[config.mk]
export PLATFORM = sky130hd
export DESIGN_NAME = pbch_eq_scheduler
export DESIGN_NICKNAME = d
export VERILOG_FILES = /design/src/rtl/pbch_eq_scheduler_pkg.sv /design/src/rtl/pbch_re_addr_gen.sv /design/src/rtl/pbch_eq_scheduler.sv
export SDC_FILE = /design/constraint.sdc
export NUM_CORES = 1
export LEC_CHECK = 0
export BUFFER_PORTS_ARGS = -buffer_cell sky130_fd_sc_hd__buf_4
export CAP_MARGIN = 5
export CORE_UTILIZATION = 52
export CTS_CLUSTER_SIZE = 12
export DETAILED_ROUTE_END_ITERATION = 6
export GPL_ROUTABILITY_DRIVEN = 0
export PLACE_DENSITY = 0.76
export SYNTH_ARGS = -nofsm -noshare
export SYNTH_HDL_FRONTEND = slang
export SYNTH_HIERARCHICAL = 1
export SYNTH_SLANG_ARGS = --single-unit
export TNS_END_PERCENT = 100
[constraint.sdc]
create_clock -name clk -period 3.05 [get_ports clk]
set_input_delay 0.305 -clock clk [delete_from_list [all_inputs] [get_ports clk]]
set_output_delay 0.305 -clock clk [all_outputs]
set_load 0.02 [all_outputs]
[src/rtl/pbch_eq_scheduler_pkg.sv]
// Shared constants and FSM state encoding for the PBCH equalizer scheduler.
package pbch_eq_scheduler_pkg;
   localparam int PBCH_NUM_RE = 432;
   localparam int PBCH_RX_WL  = 12;
   localparam int PBCH_CH_WL  = 8;

   typedef enum logic [1:0] {IDLE, FETCH, DRAIN, DONE} sched_state_e;
endpackage

[src/rtl/pbch_re_addr_gen.sv]
// Issue-side address generator: walks RE indices 0..num-1, stalls on hold,
// and derives the channel-estimate address shared by 2^CH_SHARE_LOG2 REs.
module pbch_re_addr_gen #(
   parameter int ADDR_W        = 9,
   parameter int CH_SHARE_LOG2 = 0
) (
   input  logic              clk,
   input  logic              rst,
   input  logic              clr,
   input  logic              run,
   input  logic              hold,
   input  logic [ADDR_W-1:0] num,
   output logic              rd_en,
   output logic [ADDR_W-1:0] rx_addr,
   output logic [ADDR_W-1:0] ch_addr,
   output logic              last
);
   logic [ADDR_W-1:0] issue_q, issue_d;

   always_comb begin
      rd_en   = run && !hold;
      rx_addr = issue_q;
      ch_addr = issue_q >> CH_SHARE_LOG2;
      last    = rd_en && (issue_q == num - ADDR_W'(1));
      issue_d = issue_q;
      if (clr) begin
         issue_d = '0;
      end else if (rd_en) begin
         issue_d = issue_q + ADDR_W'(1);
      end
   end

   always_ff @(posedge clk or posedge rst) begin
      if (rst) begin
         issue_q <= '0;
      end else begin
         issue_q <= issue_d;
      end
   end
endmodule

[src/rtl/pbch_eq_scheduler.sv]
// PBCH equalizer sequencer for one SSB: fetches RE/channel pairs, strobes them
// into the equalizer, counts equalizer output beats and pulses done at the end.
module pbch_eq_scheduler
   import pbch_eq_scheduler_pkg::*;
#(
   parameter int RX_WL         = PBCH_RX_WL,
   parameter int CH_WL         = PBCH_CH_WL,
   parameter int ADDR_W        = 9,
   parameter int CH_SHARE_LOG2 = 0,
   parameter int MAX_RE        = PBCH_NUM_RE
) (
   input  logic                    clk,
   input  logic                    rst,
   input  logic                    start,
   input  logic                    abort,
   input  logic [ADDR_W-1:0]       num_re,
   input  logic                    hold,
   output logic                    rx_rd_en,
   output logic [ADDR_W-1:0]       rx_rd_addr,
   input  logic signed [RX_WL-1:0] rx_rd_i,
   input  logic signed [RX_WL-1:0] rx_rd_q,
   output logic                    ch_rd_en,
   output logic [ADDR_W-1:0]       ch_rd_addr,
   input  logic signed [CH_WL-1:0] ch_rd_i,
   input  logic signed [CH_WL-1:0] ch_rd_q,
   output logic signed [RX_WL-1:0] eq_rx_i,
   output logic signed [RX_WL-1:0] eq_rx_q,
   output logic signed [CH_WL-1:0] eq_ch_i,
   output logic signed [CH_WL-1:0] eq_ch_q,
   output logic                    eq_in_valid,
   input  logic                    eq_out_valid,
   output logic                    busy,
   output logic                    done,
   output logic [ADDR_W-1:0]       re_count
);
   localparam logic [ADDR_W-1:0] MAX_RE_W = ADDR_W'(MAX_RE);

   // Zero or oversized run lengths fall back to a full PBCH.
   function automatic logic [ADDR_W-1:0] clamp_num(input logic [ADDR_W-1:0] n);
      return (n == '0 || n > MAX_RE_W) ? MAX_RE_W : n;
   endfunction

   function automatic logic [ADDR_W-1:0] sat_inc(input logic [ADDR_W-1:0] c,
                                                 input logic [ADDR_W-1:0] lim);
      return (c >= lim) ? lim : c + ADDR_W'(1);
   endfunction

   sched_state_e            state_q, state_d;
   logic [ADDR_W-1:0]       num_q, num_d;
   logic [ADDR_W-1:0]       cnt_q, cnt_d;
   logic                    busy_q, busy_d;
   logic                    done_q, done_d;
   logic                    pend_q, pend_d;
   logic                    eq_vld_q, eq_vld_d;
   logic signed [RX_WL-1:0] eq_rx_i_q, eq_rx_i_d, eq_rx_q_q, eq_rx_q_d;
   logic signed [CH_WL-1:0] eq_ch_i_q, eq_ch_i_d, eq_ch_q_q, eq_ch_q_d;
   logic                    rd_en, last_issue, addr_clr;

   pbch_re_addr_gen #(
      .ADDR_W       (ADDR_W),
      .CH_SHARE_LOG2(CH_SHARE_LOG2)
   ) u_addr_gen (
      .clk    (clk),
      .rst    (rst),
      .clr    (addr_clr),
      .run    (state_q == FETCH),
      .hold   (hold),
      .num    (num_q),
      .rd_en  (rd_en),
      .rx_addr(rx_rd_addr),
      .ch_addr(ch_rd_addr),
      .last   (last_issue)
   );

   always_comb begin
      state_d   = state_q;
      num_d     = num_q;
      cnt_d     = cnt_q;
      busy_d    = busy_q;
      done_d    = 1'b0;
      addr_clr  = 1'b0;
      // Read-pending pipe aligns the strobe with the 1-cycle memory latency.
      pend_d    = rd_en;
      eq_vld_d  = pend_q;
      eq_rx_i_d = pend_q ? rx_rd_i : eq_rx_i_q;
      eq_rx_q_d = pend_q ? rx_rd_q : eq_rx_q_q;
      eq_ch_i_d = pend_q ? ch_rd_i : eq_ch_i_q;
      eq_ch_q_d = pend_q ? ch_rd_q : eq_ch_q_q;
      if (busy_q && eq_out_valid) begin
         cnt_d = sat_inc(cnt_q, num_q);
      end
      case (state_q)
         IDLE: begin
            if (start) begin
               num_d    = clamp_num(num_re);
               cnt_d    = '0;
               addr_clr = 1'b1;
               busy_d   = 1'b1;
               state_d  = FETCH;
            end
         end
         FETCH: begin
            if (last_issue) state_d = DRAIN;
         end
         DRAIN: begin
            // Done is registered, so it is judged on the count being written now.
            if (cnt_d == num_q) begin
               busy_d  = 1'b0;
               done_d  = 1'b1;
               state_d = DONE;
            end
         end
         default: state_d = IDLE;
      endcase
      if (abort) begin
         state_d  = IDLE;
         cnt_d    = '0;
         busy_d   = 1'b0;
         done_d   = 1'b0;
         pend_d   = 1'b0;
         eq_vld_d = 1'b0;
         addr_clr = 1'b1;
      end
   end

   always_ff @(posedge clk or posedge rst) begin
      if (rst) begin
         state_q   <= IDLE;
         num_q     <= '0;
         cnt_q     <= '0;
         busy_q    <= 1'b0;
         done_q    <= 1'b0;
         pend_q    <= 1'b0;
         eq_vld_q  <= 1'b0;
         eq_rx_i_q <= '0;
         eq_rx_q_q <= '0;
         eq_ch_i_q <= '0;
         eq_ch_q_q <= '0;
      end else begin
         state_q   <= state_d;
         num_q     <= num_d;
         cnt_q     <= cnt_d;
         busy_q    <= busy_d;
         done_q    <= done_d;
         pend_q    <= pend_d;
         eq_vld_q  <= eq_vld_d;
         eq_rx_i_q <= eq_rx_i_d;
         eq_rx_q_q <= eq_rx_q_d;
         eq_ch_i_q <= eq_ch_i_d;
         eq_ch_q_q <= eq_ch_q_d;
      end
   end

   assign rx_rd_en    = rd_en;
   assign ch_rd_en    = rd_en;
   assign eq_rx_i     = eq_rx_i_q;
   assign eq_rx_q     = eq_rx_q_q;
   assign eq_ch_i     = eq_ch_i_q;
   assign eq_ch_q     = eq_ch_q_q;
   assign eq_in_valid = eq_vld_q;
   assign busy        = busy_q;
   assign done        = done_q;
   assign re_count    = cnt_q;
endmodule

==> results by group, run 1 <==
Status
  • Status: completed

Floorplan
  • Total die area: 8520 sq um
  • Starting Density: 0.543
  • I/O Pins: 127
  • FP Rows: 32
  • Core box area: 7810 sq um
  • Die height: 92.3 um
  • Die width: 92.3 um

Synthesis
  • Syn_area_per_cell: 10.3 sq um
  • Most numerous cell in the Yosys netlist: dfrtp_1
  • Unique masters post-synth: 58
  • Post-Syn Area: 4240 sq um
  • Synth warn: 6
  • Async S/R FF share, synth: 1.00
  • Yosys top cell area share: 0.431
  • Sequential fraction of the synthesis area: 0.431
  • Ys flop type: dfrtp_1
  • #FFs+latches synth: 73
  • Syn Nets: 484
  • Synth top cells by count: 73 x dfrtp_1, 46 x mux2_2, 32 x nor2_1
  • Top post-synthesis cells by area: dfrtp_1 43%, mux2_2 12%, ha_1 4.7%
  • Cells after synthesis: 413
  • Number of synthesized flops with an enable pin: 0
  • Leading area contributor after synthesis: dfrtp_1

GRT
  • GR Overflow Total: 0
  • First-pass GRT wire length: 17,000 um
  • Initial antenna violation count: 0
  • Largest net degree at the start of global routing: 42
  • Vias in the first global route: 3,390
  • Total Routing Usage GR: 0.259

Power
  • Pwr dens: 879 nW/um^2
  • Sw Pwr: 1.89 mW
  • Comb pwr share: 0.471
  • Sw frac: 0.395
  • Total leakage power: 2.56 nW
  • Max IR drop VDD: 0.394 mV
  • Clock group share of total power: 0.191
  • Seq pwr share: 0.337
  • Internal Power: 2.89 mW

Timing
  • Post-Route Skew: 0.0107 ns
  • RSZ-0062 raised after global routing: false
  • Crit path time final: 2.90 ns
  • Worst Max-Slew Pin Slew: 0.821 ns
  • Hold Slack: 0.178 ns
  • Fin. Hold Viols: 0
  • Final WS setup: 0.155 ns
  • Slew headroom: 0.453
  • F_max: 345 MHz
  • Tcrit/Tclk final: 0.949
  • Final setup fails: 0
  • TNS Setup: 0 ns
  • Final Max Tran Viols: 0

Clock tree
  • Root Driver: clkbuf_8
  • Clk sinks: 73
  • Clock Tree Buf Depth: 2
  • Worst skew pair latency: 0.35 ns
  • Reg clk slew, reported paths: 0.08 ns
  • CTS tree: built
  • H-tree Lvls: 3
  • TritonCTS Buffers: 9
  • Setup Buffers After CTS: 0

Setup path
  • Critical setup path kind: reg -> reg
  • Critical path, cell by cell: inv_1 -> ha_1 -> xnor3_1 -> nand3_1 -> a211oi_2 -> a311o_1 -> and4_1 -> o22ai_1 -> a31oi_2 -> mux2_2 -> o211ai_1
  • Crit Path Max Fanout: 10
  • Setup crit start kind: flip-flop
  • Crit path DAT: 3.16 ns
  • Reg2Reg Setup Slack: 0.15 ns
  • CP top delay family: compound AO/OA/AOI/OAI gates
  • CP Data Required Time: 3.31 ns
  • Crit. End Element: flip-flop
  • CP max stage delay: 0.48 ns
  • Critical path's slowest cell: dfrtp_1
  • Worst Path Buf+Inv: 1

Layout
  • FF/Latch Area: 1830 sq um
  • Proportion of layout cells with a drive suffix above 1: 0.390
  • Final instance area: 5450 sq um
  • Footprint of the multi-input gates: 2160 sq um
  • Fin nets: 600
  • Area Overhead vs Synth: 28.3%
  • Fillcell total: 622
  • Antenna diodes: 0

Placement
  • PortBufs: 126
  • Pre-CTS WS: 0.137 ns
  • Area after DPL: 5190 sq um
  • Post-DP HPWL: 8030 um

Detailed routing
  • Post-route antenna net violation count: 0
  • DRT Pass-1 Iters: 4
  • Top sig layer: met4
  • Final WL: 10,600 um
  • WL/cell: 16.7 um
  • Vias per Instance: 5.62
  • Via count: 3,571
  • Routed length on met3: 689 um
  • Met2 routed WL: 5140 um
  • DRC violation count after routing: 0
  • WL met1: 4590 um
  • Iter 0 DRT Violations: 161

Hold path
  • Worst min-delay path class: in -> reg

Flow run
  • Max_cap viols: 0
cell usage in the layout, fill, tap and decap left out, types with 3 or more instances in the layout:
| cell | instances |
|---|---|
| nand4_1 | 8 |
| o211ai_1 | 4 |
| nand3_1 | 7 |
| nor3b_1 | 3 |
| a211oi_1 | 4 |
| nor3_1 | 8 |
| bufinv_16 | 3 |
| a22oi_1 | 7 |
| clkbuf_8 | 9 |
| a21oi_1 | 11 |
| mux2_2 | 46 |
| o21ai_0 | 25 |
| ha_1 | 16 |
| nor2b_1 | 4 |
| dfrtp_1 | 73 |
| nand2_1 | 26 |
| nor2_1 | 32 |
| or3_1 | 3 |
| inv_1 | 19 |
| nand2b_1 | 5 |
| xnor2_1 | 12 |
| buf_4 | 134 |
| xor2_1 | 14 |
| mux2i_1 | 5 |
| o2111ai_1 | 3 |
| o22ai_1 | 7 |
| and3_1 | 4 |
worst paths after layout:
path	start	cells past startpoint	end
worst max-delay path	num_q[1]	11	state_q[0]
min in group asynchronous	rst	3	num_q[7]
worst min register to register	eq_rx_q[1]	1	eq_rx_q[1]
worst min-delay path	abort	2	eq_in_valid
max in group asynchronous	rst	4	re_count[5]
worst max register to register	num_q[1]	11	state_q[0]
flip-flops by register name, summed over array words and instances, names as in the netlist:
register	flops
eq_rx_i	12
eq_rx_q	12
num_q	9
re_count	9
u_addr_gen/ch_addr	9
eq_ch_i	8
eq_ch_q	8
state_q	2
busy	1
done	1
eq_in_valid	1
pend_q	1
cell type report:
| cell class | count | share of cell area |
|---|---|---|
| Multi-Input combinational cell | 290 | 0.397 |
| Sequential cell | 73 | 0.335 |
| Timing Repair Buffer | 135 | 0.187 |
| Tap cell | 102 | 0.0234 |
| Clock buffer | 9 | 0.0227 |
| Clock inverter | 6 | 0.0211 |
| Inverter | 20 | 0.0138 |
through the flow:
stage / power [mW] / util / std cells
finish: 4.78 / 0.697 / 635
global route: 5.06 / 0.697 / 635
CTS: 4.79 / 0.697 / 635
global placement: 3.78 / 0.665 / 619
detailed placement: 3.87 / 0.665 / 619
floorplan: 3.01 / - / 413
kinds of logic (layout without fill, tap and decap cells):
logic type | Yosys count | count (layout) | synth area share
xor gates and xnor gates | 27 | 27 | 0.0590
and+or+nand+nor | 116 | 116 | 0.142
adders and majority gates | 16 | 16 | 0.0472
buffers and inverters | 50 | 170 | 0.0616
AOI/OAI and AO/OA | 80 | 80 | 0.126
DFF | 73 | 73 | 0.431
muxes | 51 | 51 | 0.134
layer usage:
layer  track usage  vias up
met2         0.422      155
met5             0        -
li1              -     1687
met1         0.338     1708
met3        0.0534       21
met4         0.103        0
what timing repair did:
action | 4_1_cts | 5_1_grt
endpoints found under the hold margin | 23 | 0
resized for setup | 0 | 1
endpoints found under the setup margin | 0 | 1
hold buffers | 1 | 0
power groups by stage:
| stage | clock, mW | sequential (mW) | combinational [mW] |
|---|---|---|---|
| global placement | 0 | 1.61 | 2.17 |
| global route | 0.976 | 1.66 | 2.43 |
| detailed placement | 0 | 1.63 | 2.24 |
| CTS | 0.930 | 1.61 | 2.25 |
| finish | 0.916 | 1.61 | 2.26 |
| floorplan | 0 | 1.92 | 1.09 |
Note: power is estimated with default switching activity, not from simulation.
==> run 2: changes to the inputs <==
--- a/config.mk
+++ b/config.mk
@@ -7,11 +7,13 @@
 export LEC_CHECK = 0
 export BUFFER_PORTS_ARGS = -buffer_cell sky130_fd_sc_hd__buf_4
 export CAP_MARGIN = 5
-export CORE_UTILIZATION = 52
+export CELL_PAD_IN_SITES_DETAIL_PLACEMENT = 1
+export CELL_PAD_IN_SITES_GLOBAL_PLACEMENT = 2
+export CORE_UTILIZATION = 32
 export CTS_CLUSTER_SIZE = 12
 export DETAILED_ROUTE_END_ITERATION = 6
 export GPL_ROUTABILITY_DRIVEN = 0
-export PLACE_DENSITY = 0.76
+export PLACE_DENSITY = 0.77
 export SYNTH_ARGS = -nofsm -noshare
 export SYNTH_HDL_FRONTEND = slang
 export SYNTH_HIERARCHICAL = 1
==> results by group, run 2 (synthesized netlist as in run 1, its figures left out) <==
Setup path
  • Crit. End Element: flip-flop
  • Critical path, cell by cell: inv_1 -> ha_1 -> xnor3_1 -> nand3_1 -> a211oi_2 -> a311o_1 -> and4_1 -> o22ai_1 -> a31oi_2 -> mux2_2 -> o211ai_1
  • CP top delay family: compound AO/OA/AOI/OAI gates
  • Reg2reg start: num_q[1]
  • Crit path DAT: 3.01 ns (-0.15 ns)
  • Worst Path Buf+Inv: 1 (unchanged)
  • Reg2Reg Depth: 11 (unchanged)
  • CP Data Required Time: 3.29 ns (-0.02 ns)
  • Reg2Reg Setup Slack: 0.28 ns (+0.13 ns)
  • CP max stage delay: 0.47 ns (about the same)
  • Crit Path Max Fanout: 7 (-3)
  • Setup crit start kind: flip-flop
  • Critical setup path kind: reg -> reg
  • Critical path's slowest cell: dfrtp_1
  • Worst reg2reg endpoint: state_q[0]

Detailed routing
  • WL/cell: 17.3 um (+3.6%)
  • Iter 0 DRT Violations: 144 (-11%)
  • Via count: 3,587 (+0.45%)
  • DRT Pass-1 Iters: 4 (unchanged)
  • Met2 routed WL: 5910 um (+15%)
  • DRC violation count after routing: 0 (unchanged)
  • Final WL: 12,300 um (+15%)
  • WL met1: 5490 um (+19%)
  • Vias per Instance: 5.07 (-9.9%)
  • Routed length on met3: 775 um (+12%)
  • Post-route antenna net violation count: 0 (unchanged)
  • Top sig layer: met4

Clock tree
  • Clk sinks: 73 (unchanged)
  • CTS tree: built
  • Worst skew pair latency: 0.34 ns (about the same)
  • Reg clk slew, reported paths: 0.06 ns (-0.02 ns)
  • Clock Tree Buf Depth: 2 (unchanged)
  • Setup Buffers After CTS: 0 (unchanged)
  • Root Driver: clkbuf_16
  • TritonCTS Buffers: 9 (unchanged)
  • H-tree Lvls: 3 (unchanged)

Timing
  • Worst Max-Slew Pin Slew: 0.920 ns (+0.0992 ns)
  • F_max: 361 MHz (+4.6%)
  • Tcrit/Tclk final: 0.907 (-0.0419)
  • Fin. Hold Viols: 0 (unchanged)
  • Slew headroom: 0.387 (-0.0662)
  • Crit path time final: 2.77 ns (-0.128 ns)
  • Final setup fails: 0 (unchanged)
  • Post-Route Skew: 0.0132 ns (+0.00254 ns)
  • Hold Slack: 0.201 ns (+0.0229 ns)
  • RSZ-0062 raised after global routing: false
  • Final Max Tran Viols: 0 (unchanged)
  • TNS Setup: 0 ns (unchanged)
  • Final WS setup: 0.283 ns (+0.128 ns)

Floorplan
  • Starting Density: 0.332 (-0.211)
  • FP Rows: 41 (+28%)
  • Core box area: 12,800 sq um (+64%)
  • Die height: 117 um (+27%)
  • Die width: 117 um (+27%)
  • Total die area: 13,700 sq um (+61%)
  • I/O Pins: 127 (unchanged)

Layout
  • Area Overhead vs Synth: 32.6%
  • Final Util: 0.440 (-0.257)
  • Antenna diodes: 0 (unchanged)
  • Non-filler cells, final: 708 (+11%)
  • Most common cell after layout, fill and taps aside: buf_4
  • Final instance area: 5620 sq um (+3.3%)
  • Fin nets: 602 (+0.33%)
  • Proportion of layout cells with a drive suffix above 1: 0.394 (+0.00341)
  • Commonest non-fill, non-tap cells in the layout: 136 x buf_4, 73 x dfrtp_1, 46 x mux2_2, 32 x nor2_1, 26 x nand2_1

GRT
  • First-pass GRT wire length: 19,400 um (+14%)
  • Total Routing Usage GR: 0.186 (-0.0733)
  • GR Overflow Total: 0 (unchanged)
  • Largest net degree at the start of global routing: 41 (-2.4%)
  • Initial antenna violation count: 0 (unchanged)
  • Vias in the first global route: 3,651 (+7.7%)

Status
  • Status: completed

Power
  • Design Power: 5.02 mW (+5.0%)
  • Total leakage power: 2.60 nW (+1.7%)
  • Pwr dens: 893 nW/um^2 (+1.7%)
  • Max IR drop VDD: 0.274 mV (-30%)

Hold path
  • Worst min-delay path class: in -> reg
  • Hold endpoint: eq_ch_q[6]
  • Hold Path Depth: 2 (unchanged)
  • HP Start: ch_rd_q[6]

Placement
  • PortBufs: 126 (unchanged)
  • Post-Place Cells: 691 (+12%)
  • Pre-CTS WS: 0.220 ns (+0.0833 ns)
  • Post-DP HPWL: 9350 um (+16%)
  • Area after DPL: 5290 sq um (+2.0%)

Flow run
  • Max_cap viols: 0 (unchanged)
[run 2: cell count changes in the layout (fill, tap and decap cells not counted)]
cell	change
clkbuf_16	+9
clkbuf_8	-7
buf_4	+2
bufinv_16	-2
clkinv_4	+1
clkinvlp_4	+1
inv_6	-1
[run 2: metal layers]
metal	global-route usage	vias up
met5	0	-
met4	0.0481	0
met3	0.0438	8
met2	0.315	103
met1	0.237	1778
li1	-	1698
[run 2: how the worst max path moves through the flow]
stage                        start          to  depth (start not counted)
after floorplan           num_q[0]  state_q[0]                         12
after global placement    num_q[1]  state_q[0]                         11
after detailed placement  num_q[1]  state_q[0]                         11
after CTS                 num_q[1]  state_q[0]                         11
after global routing      num_q[1]  state_q[0]                         11
final                     num_q[1]  state_q[0]                         11
[run 2: where the power goes]
part	internal, mW	switching [mW]
clock network	0.683	0.433
logic	1.05	1.25
registers	1.32	0.293
[run 2: worst reg2reg max path, delay by kind of cell (launching register included)]
kind	cells	cell delay (ns)
muxes	1	0.37
xor gates and xnor gates	1	0.40
adders and majority gates	1	0.25
DFF	1	0.47
buffers and inverters	1	0.07
and+or+nand+nor	2	0.30
AOI/OAI and AO/OA	5	0.81
[run 2: layout make-up]
type / count / area [sq um]
fill: 1415 / 7150
multi-input combinational: 290 / 2160
sequential: 73 / 1830
timing repair buffer: 137 / 1030
clock buffer: 11 / 253
tap: 172 / 215
inverter: 20 / 75.1
clock inverter: 5 / 62.6
[run 2: repair_timing]
action,in CTS,in global routing
resized for setup,0,1
setup endpoints to repair,0,1
hold endpoints to repair,9,0
hold buffers,1,0
